### config.mk
export PLATFORM = sky130hd
export DESIGN_NAME = wide_adder_sequencer
export DESIGN_NICKNAME = d
export VERILOG_FILES = /design/src/rtl/wide_adder_sequencer.sv
export SDC_FILE = /design/constraint.sdc
export NUM_CORES = 1
export LEC_CHECK = 0
export ABC_AREA = 1
export ABC_CLOCK_PERIOD_IN_PS = 2900
export BUFFER_PORTS_ARGS = -buffer_cell sky130_fd_sc_hd__buf_2
export CORE_MARGIN = 4
export CORE_UTILIZATION = 50
export CTS_CLUSTER_SIZE = 24
export DETAILED_ROUTE_END_ITERATION = 6
export PLACE_DENSITY = 0.73
export SYNTH_ARGS = -nofsm -noshare
export SYNTH_HDL_FRONTEND = slang
export SYNTH_SLANG_ARGS = --single-unit
### constraint.sdc
create_clock -name clk -period 2.9 [get_ports clk]
set_input_delay 0.145 -clock clk [delete_from_list [all_inputs] [get_ports clk]]
set_output_delay 0.145 -clock clk [all_outputs]
set_load 0.05 [all_outputs]
### src/rtl/wide_adder_sequencer.sv
// Multi-cycle wide adder: one width-bit slice per cycle with the carry chained between slices.
// Optional macro WIDE_ADDER_SUB_EN adds a captured `sub` input for two's-complement subtraction.

module prefix_adder_32 (
  input  logic [31:0] a,
  input  logic [31:0] b,
  input  logic        cin,
  output logic [31:0] s,
  output logic        cout
);
  // Kogge-Stone: g[l][i] is the group generate of bits i..max(0,i-2^l+1), with cin folded into bit 0
  logic [5:0][31:0] g;
  logic [4:0][31:0] p;

  assign p[0] = a ^ b;
  assign g[0] = (a & b) | {31'b0, p[0][0] & cin};

  genvar l, i;
  generate
    for (l = 1; l <= 5; l++) begin : g_lvl
      localparam int D = 1 << (l - 1);
      for (i = 0; i < 32; i++) begin : g_bit
        if (i >= D) begin : g_cmb
          assign g[l][i] = g[l-1][i] | (p[l-1][i] & g[l-1][i-D]);
          if (l < 5) begin : g_p
            assign p[l][i] = p[l-1][i] & p[l-1][i-D];
          end
        end else begin : g_pass
          assign g[l][i] = g[l-1][i];
          if (l < 5) begin : g_p
            assign p[l][i] = p[l-1][i];
          end
        end
      end
    end
  endgenerate

  assign s    = p[0] ^ {g[5][30:0], cin};
  assign cout = g[5][31];
endmodule

module wide_adder_sequencer #(
  parameter int width = 32,
  parameter int words = 2
) (
  input  logic                   clk,
  input  logic                   reset,
  input  logic                   start,
  input  logic [width*words-1:0] a,
  input  logic [width*words-1:0] b,
  input  logic                   cin,
`ifdef WIDE_ADDER_SUB_EN
  input  logic                   sub,
`endif
  output logic                   busy,
  output logic                   done,
  output logic [width*words-1:0] s,
  output logic                   cout
);
  localparam int OW = width * words;
  localparam int KW = (words > 1) ? $clog2(words) : 1;
  localparam logic [KW-1:0] KLAST = KW'(words - 1);

  typedef enum logic {IDLE, RUN} state_t;

  state_t            state;
  logic [KW-1:0]     k;
  logic [OW-1:0]     a_q, b_q;
  logic              c;
  logic [width-1:0]  sa, sb, sum;
  logic              co;

  assign sa = a_q[k*width +: width];
`ifdef WIDE_ADDER_SUB_EN
  logic sub_q;
  assign sb = b_q[k*width +: width] ^ {width{sub_q}};
`else
  assign sb = b_q[k*width +: width];
`endif

  generate
    if (width == 32) begin : g_pfx
      prefix_adder_32 u_add (.a(sa), .b(sb), .cin(c), .s(sum), .cout(co));
    end else begin : g_beh
      assign {co, sum} = {1'b0, sa} + {1'b0, sb} + {{width{1'b0}}, c};
    end
  endgenerate

  always_ff @(posedge clk) begin
    if (reset) begin
      state <= IDLE;
      k     <= '0;
      busy  <= 1'b0;
      done  <= 1'b0;
      s     <= '0;
      cout  <= 1'b0;
      c     <= 1'b0;
      a_q   <= '0;
      b_q   <= '0;
`ifdef WIDE_ADDER_SUB_EN
      sub_q <= 1'b0;
`endif
    end else begin
      done <= 1'b0;
      case (state)
        IDLE: if (start) begin
          state <= RUN;
          busy  <= 1'b1;
          k     <= '0;
          a_q   <= a;
          b_q   <= b;
          s     <= '0;
          cout  <= 1'b0;
`ifdef WIDE_ADDER_SUB_EN
          sub_q <= sub;
          // Subtraction is a + ~b + 1, so slice 0 carry is forced high
          c     <= sub | cin;
          if (sub) c <= 1'b1;
`else
          c     <= cin;
`endif
        end
        RUN: begin
          s[k*width +: width] <= sum;
          c <= co;
          if (k == KLAST) begin
            state <= IDLE;
            busy  <= 1'b0;
            done  <= 1'b1;
            cout  <= co;
            k     <= '0;
          end else begin
            k <= k + 1'b1;
          end
        end
        default: state <= IDLE;
      endcase
    end
  end
endmodule
# Yosys cells after proc, flatten, opt, wreduce, memory -nomap -nowiden
# Index checks and enable logic that the tools add are counted.
totals:
  input_bits: 132
  out_inout_bits: 67
  wordCells: 399
  ff_bits: 198
op_classes:
  addsub: 2
  eq_ne: 2
  shifts: 4
  bitwise: 362
  muxes: 17
  reduce_logical: 3
ops:
  columns: ["op", "count"]
  rows:
  - ["AND 1 bit", 228]
  - ["bitwise OR 1 bit", 129]
  - ["case mux 64 bit (2 select lines)", 1]
  - ["indexed part select 64 x 7 -> 32 bit", 2]
  - ["bitwise mux 64 bit", 1]
  - ["two-way mux 64 bit", 1]
  - ["variable shift 32 x 34 -> 64 bit, first input constant", 1]
  - ["indexed part select 32 x 34 -> 64 bit", 1]
  - ["bitwise XOR 32 bit", 2]
  - ["negator 6 -> 34 bit", 1]
  - ["AND 32 bit", 1]
  - ["bitwise OR 32 x 1 -> 32 bit", 1]
  - ["case mux 1 bit (2 select lines)", 5]
  - ["two-way mux 1 bit", 9]
  - ["AND reduction 2 bit", 2]
  - ["inequality test 2 x 1 -> 1 bit, second input constant", 1]
  - ["inequality test 2 bit, second input constant", 1]
  - ["OR reduction 2 bit", 1]
  - ["adder 1 bit, second input constant", 1]
  - ["inverter 1 bit", 1]

# Depth between registers and ports, before layout
depth:
  ltp_word: 17
  mapped_depth: 18
  depth_no_buf: 16

# Hierarchy
# From an unflattened synthesis, not the netlist that was laid out.
hier_totals:
  cells_unflattened: 1567
  area_unflattened_um2: 10022.1
modules_own_cells:
  columns: ["mod", "cells_per_inst", "seq_area_each_um2", "area_each_um2", "instances"]
  rows:
  - ["wide_adder_sequencer", 1066, 3963.8, 7599.8, 1]
  - ["prefix_adder_32", 501, 0.0, 2422.3, 1]

# Least setup slack after synthesis
# No wires, ideal clock.
synth_timing:
  path_type: "register to register"
  from: "reg k"
  to: "reg c"
  path_slack_ps: 320
  setup_time_ps: 132
  required_ps: 2768
  arrival_time_ps: 2448
  path_buffers: 2
  period_less_slack_ps: 2580
  path_stages_with_launch: 18
  cell_sequence: "dfxtp_1 > buf_2 > inv_2 > clkbuf_1 > nand2_1 > nand2_1 > fa_1 > fa_1 > nand3_1 > nand3_1 > nand2_1 > nand2_1 > nand2_1 > nand4_1 > nand2_1 > nand2_1 > nand2_1 > a21oi_1"
synth_between:
  elab_chain_len: 15
  word_cells_on_any_way: 95
  cone_classes: "2 x shift; 1 x mux; 92 x bitwise"
synth_lines:
  columns: ["element", "line_no", "source"]
  rows:
  - ["start: declaration", "67", "logic [KW-1:0] k;"]
  - ["start signal: assignment", "133", "k <= k + 1'b1;"]
  - ["indexed part select 64 x 7 -> 32 bit (on tied branches)", "73, 78", null]
  - ["bitwise XOR 32 bit", "15", "assign p[0] = a ^ b;"]
  - ["AND 1 bit", "16", "assign g[0] = (a & b) | {31'b0, p[0][0] & cin};"]
  - ["bitwise OR 32 x 1 -> 32 bit", "16", null]
  - ["AND 1 bit", "24", "assign g[l][i] = g[l-1][i] | (p[l-1][i] & g[l-1][i-D]);"]
  - ["bitwise OR 1 bit", "24", null]
  - ["AND 1 bit", "24", null]
  - ["bitwise OR 1 bit", "24", null]
  - ["AND 1 bit", "24", null]
  - ["bitwise OR 1 bit", "24", null]
  - ["AND 1 bit", "24", null]
  - ["bitwise OR 1 bit", "24", null]
  - ["AND 1 bit", "24", null]
  - ["bitwise OR 1 bit (*)", "24", null]
  - ["case mux 1 bit (2 select lines) (*)", "105", "case (state)"]
  - ["end signal: assignment", "120", "c <= cin;"]
  - ["end signal: assignment", "125", "c <= co;"]
  - ["end: declaration", "69", "logic c;"]
# Every way passes the cells marked *; elsewhere a longest branch is shown, timed or not.
# A chain may end at the register's enable or synchronous reset.

# Worst setup path in the final report
layout_timing:
  from: "reg k"
  to: "reg s[16]"
layout_between:
  elab_chain_len: 16
  word_cells_on_any_way: 354
  cone_classes: "1 x add/sub; 4 x shift; 2 x mux; 347 x bitwise"
layout_lines:
  columns: ["element", "line_no", "source"]
  rows:
  - ["indexed part select 64 x 7 -> 32 bit (on tied branches)", "73, 78", null]
  - ["bitwise XOR 32 bit / AND 32 bit (equally long branches)", "15, 16", null]
  - ["AND 1 bit / bitwise OR 32 x 1 -> 32 bit (equally long branches)", "16", null]
  - ["bitwise OR 32 x 1 -> 32 bit / AND 1 bit (equally long branches)", "16, 24", null]
  - ["AND 1 bit / bitwise OR 1 bit (equally long branches)", "24", null]
  - ["bitwise OR 1 bit / AND 1 bit (equally long branches)", "24", null]
  - ["AND 1 bit / bitwise OR 1 bit (equally long branches)", "24", null]
  - ["bitwise OR 1 bit / AND 1 bit (equally long branches)", "24", null]
  - ["AND 1 bit / bitwise OR 1 bit (equally long branches)", "24", null]
  - ["bitwise OR 1 bit / AND 1 bit (equally long branches)", "24", null]
  - ["AND 1 bit / bitwise OR 1 bit (equally long branches)", "24", null]
  - ["bitwise OR 1 bit", "24", null]
  - ["bitwise XOR 32 bit", "38", "assign s = p[0] ^ {g[5][30:0], cin};"]
  - ["indexed part select 32 x 34 -> 64 bit", "124", "s[k*width +: width] <= sum;"]
  - ["bitwise mux 64 bit (*)", "124", null]
  - ["case mux 64 bit (2 select lines) (*)", "105", null]
  - ["end signal: indexed assignment", "124", null]
  - ["end: declaration", "57", "output logic [width*words-1:0] s,"]
# Marked as above.

==> metrics.md <==
| Metric | Value |
|---|---|
| Psw | `2250 uW` |
| Routed wire length | `31.3 mm` |
| Final slew viol count | `0` |
| Reg-to-reg critical path startpoint | `k$_SDFFE_PP0P_` |
| Global-route wire length before repair | `50.5 mm` |
| Hold Path Class | `input pin to flop` |
| Slowest CP cell | `fa_1` |
| Setup Skew | `0.0142 ns` |
| Chip width | `148 um` |
| Final setup fails | `0` |
| Pwr Density | `542 mW/mm2` |
| Logic pwr share | `23.1%` |
| Clock sink count | `198` |
| Clk pwr share | `33.7%` |
| CP bufs+invs | `1` |
| Yosys warns | `0` |
| Latest clock arrival within the worst-skew pair | `0.44 ns` |
| Slew margin rel. | `48.3%` |
| Hold Path Sink | `a_q[30]$_SDFFE_PP0P_` |
| Max-cap check violation count | `0` |
| Final min period | `2.65 ns` |
| Starting density of the core | `50.7%` |
| N_diodes | `0` |
| Post-Syn Area | `0.00984 mm2` |
| Share of cells above drive strength 1 | `14.0%` |
| Least-Margin Pin Slew | `0.772 ns` |
| # port buffers | `198` |
| Max VDD drop | `0.000438 V` |
| Crit Path Max Fanout | `5` |
| Worst Setup Slack, final | `0.254 ns` |
| Flip-flop and latch count after synthesis | `198` |
| Cells after synthesis | `1530` |
| F_max | `0.378 GHz` |
| Unrepaired setup endpoints after global routing | `false` |
| Routed vias | `10755` |
| Antenna violations before repair | `0` |
| Sw Ratio | `32.2%` |
| Worst R2R Setup Slack | `0.25 ns` |
| Iteration-0 DRC Markers | `1061` |
| Drt drc | `0` |
| Row cnt | `51` |
| Final Hold Viols | `0` |
| Final ANT Viol Nets | `0` |
| Critical path class | `flop to flop` |
| Worst Hold Slack | `0.00137 ns` |
| Reg2Reg Depth | `14` |
| Vias in the first global route | `9935` |
| Total power | `6980 uW` |
| RR Endpoint | `s[16]$_SDFFE_PP0P_` |
| Clock transition at path regs | `0.07 ns` |
| Crit path top cell by count | `nand2_1` |
| Final GP Congestion | `0.981` |
| H-tree levels | `4` |
| Crit-path max cell delay | `0.48 ns` |
| Commonest non-fill, non-tap cell in the layout | `nand2_1` |
| Crit path launch type | `flop` |
| DR vias/cell | `5.14` |
| TritonCTS Buffers | `17` |
| CP delay by family, top | `simple AND/OR/NAND/NOR gates` |
| Synth unique cells | `26` |
| Number of post-CTS setup repair buffers | `0` |
| Total track usage | `28.3%` |
| P_leak | `0.00668 uW` |
| # IOs | `199` |
| Final #Nets | `1978` |
| Clock tree buffer depth | `2` |
| Largest net degree at the start of global routing | `133` |
| Root Driver | `clkbuf_16` |
| Syn_area_per_cell | `6.43 um2` |
| Outcome | `complete, no violations` |
| Critical Path AT | `3.01 ns` |
| Wire per inst | `15.0 um` |
| CTS tree | `built` |
| Reg power frac | `43.3%` |
| P_int | `4730 uW` |
| Final period utilization | `91.2%` |
| Min-Delay Startpoint | `a[30]` |
| Area of the die | `0.0220 mm2` |
| Critical path endpoint category | `flop` |
| Crit path required time | `3.27 ns` |
| Total global routing overflow | `0` |
| Pre-CTS setup slack | `0.302 ns` |
| DIE HEIGHT | `148 um` |
| Crit-path cells | `inv_2, nand2_1, nand2_1, fa_1, fa_1, nand3_1, nand3_1, nand2_1, nand2_1, nand2_1, nand4_1, nand2_1, nand3_1, a21oi_1` |
| Seq/Total Area, Yosys | `40.3%` |
| TNS Setup | `0 ns` |
| Syn Nets | `1695` |
| Post-DP HPWL | `20.7 mm` |
| Commonest non-fill, non-tap cells in the layout | `493 x nand2_1, 301 x nor2_1, 198 x buf_2, 197 x dfxtp_1` |
| DRT Pass-1 Iters | `5` |
| Layout overhead on the synthesized area | `30.8%` |
| CORE AREA | `0.0194 mm2` |
| WHS Path Cells | `3` |
per-stage QoR:
step | cell area [um2] | instances | util (%)
4_1_cts | 12900 | 2091 | 66.4
3_5_place_dp | 11000 | 1932 | 56.8
6_report | 12900 | 2091 | 66.4
5_1_grt | 12900 | 2091 | 66.4
2_1_floorplan | 9840 | 1530 | -
3_3_place_gp | 11000 | 1932 | 56.8
logic make-up after synthesis:
family                     count (synthesis)  synth area share, %
and+or+nand+nor                          881                 35.2
AOI/OAI and AO/OA                        214                 11.5
DFF                                      198                 40.3
buffers and inverters                    190                 7.46
adders and majority gates                 33                 4.35
xor gates and xnor gates                  14                 1.25
power by group through the flow:
| stage | combinational [uW] | clock (uW) | sequential (uW) |
|---|---|---|---|
| after global routing | 1770 | 2480 | 3040 |
| final | 1610 | 2350 | 3020 |
| after floorplan | 862 | 0 | 3180 |
| after detailed placement | 1430 | 0 | 3080 |
| after global placement | 1420 | 0 | 3070 |
| after CTS | 1570 | 2360 | 3020 |
worst min-delay path, delay by kind of cell:
family                 cells  cell delay, ns
buffers and inverters      1            0.08
AO/OA/AOI/OAI              2            0.18
state kept, by name, indices dropped and copies added (netlist names):
register / flops
done: 1
a_q: 64
k: 1
c: 1
b_q: 64
busy: 1
s: 64
state: 1
cout: 1
layer usage:
| metal | vias to the layer above | routed length (um) | global-route usage (%) |
|---|---|---|---|
| li1 | 5357 | - | - |
| met1 | 4845 | 14300 | 41.4 |
| met2 | 507 | 13700 | 43.3 |
| met3 | 46 | 2750 | 4.84 |
| met4 | 0 | 567 | 7.99 |
| met5 | - | 0 | 0 |
final cells by class:
cell class                      count  area [um2]
Timing Repair Buffer              337        2410
Tap cell                          265         332
Fill cell                        1733        6520
Multi-Input combinational cell   1142        5150
Clock inverter                     11         116
Inverter                          117         442
Clock buffer                       21         460
Sequential cell                   198        3970
cell usage after synthesis (all sizes together):
| library cell | instances | area share [%] |
|---|---|---|
| nand3b | 7 | 0.53 |
| fa | 2 | 0.41 |
| inv | 117 | 4.5 |
| xor2 | 14 | 1.2 |
| o21bai | 2 | 0.15 |
| and2 | 1 | 0.064 |
| a21o | 1 | 0.076 |
| o21a | 1 | 0.076 |
| o21ai | 131 | 6.7 |
| buf | 19 | 0.94 |
| nand3 | 64 | 3.4 |
| nor3 | 3 | 0.15 |
| nor2 | 305 | 12 |
| nand4 | 4 | 0.25 |
| ha | 31 | 3.9 |
| a22o | 14 | 1.2 |
| clkbuf | 54 | 2.1 |
| nand2 | 497 | 19 |
| dfxtp | 198 | 40 |
| a21oi | 65 | 3.3 |
worst max-delay path by stage:
stage	from	end	slack [ns]	cells past startpoint
final	k$_SDFFE_PP0P_	s[16]$_SDFFE_PP0P_	0.25	14
after global routing	k$_SDFFE_PP0P_	s[28]$_SDFFE_PP0P_	0.09	14
after CTS	k$_SDFFE_PP0P_	s[14]$_SDFFE_PP0P_	0.22	13
after detailed placement	k$_SDFFE_PP0P_	s[14]$_SDFFE_PP0P_	0.30	13
after global placement	k$_SDFFE_PP0P_	s[14]$_SDFFE_PP0P_	0.29	13
after floorplan	k$_SDFFE_PP0P_	c$_SDFFE_PP0P_	0.32	17
what timing repair did:
action                                  in CTS  in global routing
resized for setup                            0                  1
hold buffers                               127                  0
endpoints found under the hold margin      130                  0
endpoints found under the setup margin       0                  1
(Power assumes the default switching activity.)
